**config.mk**
```make
export PLATFORM = sky130hd
export DESIGN_NAME = fec_encoder_flat
export DESIGN_NICKNAME = d
export VERILOG_FILES = /design/src/rtl/fec_encoder_if.sv /design/src/rtl/fec_encoder.sv /design/src/flat_wrapper.sv
export SDC_FILE = /design/constraint.sdc
export NUM_CORES = 1
export LEC_CHECK = 0
export CORE_MARGIN = 2
export CORE_UTILIZATION = 52
export CTS_CLUSTER_DIAMETER = 200
export DETAILED_ROUTE_END_ITERATION = 10
export GPL_TIMING_DRIVEN = 0
export HOLD_SLACK_MARGIN = 0.08
export PLACE_DENSITY_LB_ADDON = 0.08
export SLEW_MARGIN = 15
export SYNTH_ARGS = -nofsm -noshare
export SYNTH_HDL_FRONTEND = slang
export SYNTH_SLANG_ARGS = --single-unit
```
**constraint.sdc**
```tcl
create_clock -name clk -period 4.17 [get_ports clk]
set_input_delay 1.0425 -clock clk [delete_from_list [all_inputs] [get_ports clk]]
set_output_delay 1.0425 -clock clk [all_outputs]
set_load 0.05 [all_outputs]
```
**src/rtl/fec_encoder_if.sv**
```systemverilog
// rtl/fec_encoder_if.sv - row input and frame/parity output handshake bundle for fec_encoder
interface fec_encoder_if #(
    parameter int WIDTH = 4,
    parameter int DEPTH = 4
);
    logic [WIDTH-1:0]       s_data;
    logic                   s_valid;
    logic                   s_last;
    logic                   s_ready;
    logic [DEPTH*WIDTH-1:0] data_out;
    logic [DEPTH-1:0]       row_parity;
    logic [WIDTH-1:0]       col_parity;
    logic                   total_parity;
    logic                   out_valid;
    logic                   out_ready;
    logic                   frame_err;
    logic [15:0]            frame_cnt;

    modport master (
        output s_data, s_valid, s_last, out_ready,
        input  s_ready, data_out, row_parity, col_parity, total_parity,
               out_valid, frame_err, frame_cnt
    );

    modport slave (
        input  s_data, s_valid, s_last, out_ready,
        output s_ready, data_out, row_parity, col_parity, total_parity,
               out_valid, frame_err, frame_cnt
    );
endinterface

```
**src/rtl/fec_encoder.sv**
```systemverilog
// rtl/fec_encoder.sv - 2-D even-parity frame encoder: collects DEPTH rows, emits frame plus row/col/total parity
module fec_encoder #(
    parameter int WIDTH = 4,
    parameter int DEPTH = 4
) (
    input  logic          clk,
    input  logic          rst,
    fec_encoder_if.slave  bus
);
    localparam logic [0:0] FILL = 1'b0;
    localparam logic [0:0] HOLD = 1'b1;
    localparam int         CW   = $clog2(DEPTH);
    localparam logic [CW-1:0] LAST_ROW = CW'(DEPTH - 1);

    logic [0:0]             r_state;
    logic [CW-1:0]          r_row_cnt;
    logic [DEPTH*WIDTH-1:0] r_data;
    logic [DEPTH-1:0]       r_row_par;
    logic [WIDTH-1:0]       r_col_par;
    logic                   r_tot_par;
    logic                   r_frame_err;
    logic [15:0]            r_frame_cnt;

    logic w_accept;
    logic w_at_last_row;
    logic w_close;
    logic w_handoff;

    assign bus.s_ready     = (r_state == FILL) && !rst;
    assign w_accept        = bus.s_valid && bus.s_ready;
    assign w_at_last_row   = (r_row_cnt == LAST_ROW);
    assign w_close         = w_accept && (bus.s_last || w_at_last_row);
    assign w_handoff       = (r_state == HOLD) && bus.out_ready;

    always_ff @(posedge clk) begin
        if (rst) begin
            r_state     <= FILL;
            r_row_cnt   <= '0;
            r_data      <= '0;
            r_row_par   <= '0;
            r_col_par   <= '0;
            r_tot_par   <= 1'b0;
            r_frame_err <= 1'b0;
            r_frame_cnt <= '0;
        end else begin
            r_frame_err <= 1'b0;
            case (r_state)
                FILL: begin
                    if (w_accept) begin
                        r_data[int'(r_row_cnt)*WIDTH +: WIDTH] <= bus.s_data;
                        r_row_par[r_row_cnt] <= ^bus.s_data;
                        r_col_par            <= r_col_par ^ bus.s_data;
                        r_tot_par            <= r_tot_par ^ (^bus.s_data);
                        if (w_close) begin
                            r_state <= HOLD;
                            // Clean close only when s_last lands exactly on the final row.
                            r_frame_err <= (bus.s_last != w_at_last_row);
                        end else begin
                            r_row_cnt <= r_row_cnt + 1'b1;
                        end
                    end
                end
                HOLD: begin
                    if (w_handoff) begin
                        r_state     <= FILL;
                        r_row_cnt   <= '0;
                        r_data      <= '0;
                        r_row_par   <= '0;
                        r_col_par   <= '0;
                        r_tot_par   <= 1'b0;
                        r_frame_cnt <= r_frame_cnt + 16'd1;
                    end
                end
                default: r_state <= FILL;
            endcase
        end
    end

    assign bus.data_out     = r_data;
    assign bus.row_parity   = r_row_par;
    assign bus.col_parity   = r_col_par;
    assign bus.total_parity = r_tot_par;
    assign bus.out_valid    = (r_state == HOLD);
    assign bus.frame_err    = r_frame_err;
    assign bus.frame_cnt    = r_frame_cnt;
endmodule

```
**src/flat_wrapper.sv**
```systemverilog
// flat-port wrapper written by rule: the top's interface ports become plain ports
module fec_encoder_flat 
#(
    parameter int WIDTH = 4,
    parameter int DEPTH = 4
)
  (clk, rst, bus_s_data, bus_s_valid, bus_s_last, bus_out_ready, bus_s_ready, bus_data_out, bus_row_parity, bus_col_parity, bus_total_parity, bus_out_valid, bus_frame_err, bus_frame_cnt);
  fec_encoder_if #(.WIDTH(WIDTH), .DEPTH(DEPTH)) bus_i ();
  input  logic clk;
  input  logic rst;
  input wire logic [$bits(bus_i.s_data)-1:0] bus_s_data;
  input wire logic [$bits(bus_i.s_valid)-1:0] bus_s_valid;
  input wire logic [$bits(bus_i.s_last)-1:0] bus_s_last;
  input wire logic [$bits(bus_i.out_ready)-1:0] bus_out_ready;
  output wire logic [$bits(bus_i.s_ready)-1:0] bus_s_ready;
  output wire logic [$bits(bus_i.data_out)-1:0] bus_data_out;
  output wire logic [$bits(bus_i.row_parity)-1:0] bus_row_parity;
  output wire logic [$bits(bus_i.col_parity)-1:0] bus_col_parity;
  output wire logic [$bits(bus_i.total_parity)-1:0] bus_total_parity;
  output wire logic [$bits(bus_i.out_valid)-1:0] bus_out_valid;
  output wire logic [$bits(bus_i.frame_err)-1:0] bus_frame_err;
  output wire logic [$bits(bus_i.frame_cnt)-1:0] bus_frame_cnt;
  assign bus_i.s_data = bus_s_data;
  assign bus_i.s_valid = bus_s_valid;
  assign bus_i.s_last = bus_s_last;
  assign bus_i.out_ready = bus_out_ready;
  assign bus_s_ready = bus_i.s_ready;
  assign bus_data_out = bus_i.data_out;
  assign bus_row_parity = bus_i.row_parity;
  assign bus_col_parity = bus_i.col_parity;
  assign bus_total_parity = bus_i.total_parity;
  assign bus_out_valid = bus_i.out_valid;
  assign bus_frame_err = bus_i.frame_err;
  assign bus_frame_cnt = bus_i.frame_cnt;
  fec_encoder #(.WIDTH(WIDTH), .DEPTH(DEPTH)) u_core (.clk(clk), .rst(rst), .bus(bus_i));
endmodule
```
==> flow_summary.toml <==
[timing]
fin_crit_ns = 3.435
worst_slew_pin_slew_ns = 0.6602
fmax_ghz = 0.2911
hold_violations = 0
slew-limit-headroom = 0.5537
rsz0062_at_grt = "no"
fin_tns_setup_ns = 0
whs_ns = 0.4553
setup_violations = 0
finalMaxSlewViolations = 0
fin_crit_sh = 0.8238
fin_skew_ns = 0.005187

[clock_network]
cts_tree = "built"
cts_resized = 0
cts.path.max_buffers = 2
clkSinkCount = 45
cts_made_buffers = 5
postCtsSetupBuffers = 0
cts_hold_buf = 0
clk_latency_ns = 0.29
cts.clk_slew.worst_paths_ns = 0.08
h-tree-depth = 2
root_buffer = "clkbuf_8"

[final_layout]
seq_area_sq_um = 900.9
drive_above_1_share = 0.07143
n_antenna_cell = 0
fin_area_sq_mm = 0.002763
mostFrequentLayoutCell = "clkdlybuf4s50_1"
layout_common_cells = "clkdlybuf4s50_1, dfxtp_1, nor2_1"
fillCellCount = 300
nets = 312
multi_input_area_sq_mm = 0.001090
area_growth_syn_to_layout_pct = 33.09
stdcell_count = 342

[power]
total_power_mw = 0.9146
p_per_area_mw_per_mm2 = 331.0
p_int_mw = 0.6800
seqPwrFrac = 0.489
p_sw_frac = 0.2565
p_clk_frac = 0.370
p_sw_mw = 0.2346
p_leak_nw = 1.002
vdd_drop_max_mv = 0.2628
pwr-share-comb = 0.142

[hold_path]
hp-class = "flop to flop"

[floorplan]
die_h_um = 67.18
row_count = 22
core_sq_mm = 0.003744
die_x_um = 67.18
ios = 53
die_area_sq_mm = 0.004513
start_util = 0.5545

[logic_synthesis]
synth_area_per_cell_sq_um = 8.833
synth_top_cell_area_share = 0.4340
synth.distinct_cells = 40
yosysWarnings = 0
syn-num-nets = 254
synth_area_sq_mm = 0.002076
ys_seq_elements = 45
ys_seq_area_frac = 0.4340
synth_top_area_cell = "dfxtp_1"
ys_top_cells_by_area = "dfxtp_1, ha_1, nor2_1"
postSynthCellCount = 235

[grt]
antenna_found_initial = 0
grt-ovfl-total = 0
grt_pass1_vias = 1652
grt_first_pass_wirelength_um = 7721
grt_max_degree = 14
grt_usage = 0.2225

[detailed_routing]
ant_nets = 0
drt_iter0_markers = 135
drtPass1Iterations = 4
vias = 1867
vias_per_cell = 5.459
drt-wirelength-per-cell_um = 14.02
drcViolationCount = 0
routed_wl_um = 4794

[placement]
finalWeightedCongestion = 0.8323
dp_cells = 334
dp_hpwl_um = 3394
port_buffers = 51
place_area_sq_mm = 0.002646

[critical_path]
arrival_ns = 2.39
crit_slowest_cell = "clkdlybuf4s50_1"
cp-end-kind = "primary output"
worstSetupPathType = "primary input to primary output"
critPathMaxStageDelay_ns = 0.86
cp_data_required_time_ns = 3.13
startpoint_type = "primary input"
worstPathCellList = "clkbuf_1 -> nor2_1 -> clkdlybuf4s50_1"
crit_fanout = 10

[job]
cap_violations = 0

[status]
outcome = "finished clean"
-- worst max-delay path, delay by kind of cell --
family                 cells  cell delay, ns
buffers and inverters      2            1.06
AND/OR/NAND/NOR            1            0.30
-- state kept, by name, summed over array words and instances, names as in the netlist --
register,cells
u_core.r_row_cnt,2
u_core.bus.total_parity,1
u_core.bus.col_parity,4
u_core.bus.frame_cnt,16
u_core.bus.data_out,16
u_core.bus.out_valid,1
u_core.bus.frame_err,1
u_core.bus.row_parity,4
-- area by class of cell --
cell class	instances	share of cell area
clock inverters	1	0.01087
clock buffers	7	0.03125
well taps	48	0.02174
repair buffers	51	0.1848
flip-flops and latches	45	0.3261
inverters	12	0.01630
plain buffers	9	0.01449
multi-input cells	169	0.3945
-- power by group through the flow --
stage	logic, mW	registers [mW]	clock network, mW
final	0.129	0.447	0.338
after global routing	0.139	0.449	0.360
after CTS	0.129	0.447	0.339
after detailed placement	0.128	0.457	0
after global placement	0.126	0.457	0
after floorplan	0.0540	0.487	0
-- stage by stage --
step / utilization / setup slack, ns
2_1_floorplan: - / 1.177
3_3_place_gp: 0.7069 / 0.7712
3_5_place_dp: 0.7069 / 0.7527
4_1_cts: 0.7380 / 0.7486
5_1_grt: 0.7380 / 0.7028
6_report: 0.7380 / 0.7349
-- synthesized netlist by cell type (all sizes together) --
cell,n
a21oi,19
a22o,5
a311oi,1
a31o,3
a31oi,2
a32oi,1
and2,1
and3b,1
and4,1
buf,4
clkbuf,5
dfxtp,45
ha,10
inv,12
mux2,1
mux2i,5
nand2,14
nand3,11
nand4,5
nand4b,1
nor2,29
nor2b,4
nor3,9
nor3b,2
nor4,2
nor4b,1
o2111ai,4
o21a,2
o21ai,11
or2,2
or3,3
or3b,1
or4,1
xnor2,9
xor2,8
-- final timing paths --
check / start / to / slack (ns) / cells past startpoint
hold reg to reg: u_core.bus.data_out[11] / u_core.bus.data_out[11] / 0.46 / 2
setup reg to reg: u_core.r_row_cnt[0] / u_core.bus.data_out[15] / 2.02 / 6
setup / recovery: rst / bus_s_ready / 0.73 / 3
hold / removal: u_core.bus.data_out[11] / u_core.bus.data_out[11] / 0.46 / 2
-- layer usage --
metal | global-route usage | routed length (um) | up-vias
met1 | 0.3295 | 2396 | 871
li1 | - | - | 938
met5 | 0 | 0 | -
met2 | 0.3304 | 2116 | 56
met3 | 0.04167 | 260 | 2
met4 | 0.06122 | 21 | 0
-- cell families after synthesis --
family                     share of synthesized area
and+or+nand+nor                               0.2188
AOI/OAI and AO/OA                             0.1447
DFF                                           0.4340
buffers and inverters                        0.04099
muxes                                        0.02954
xor gates and xnor gates                     0.07173
adders and majority gates                    0.06028
Power figures use the tool's default switching activity.
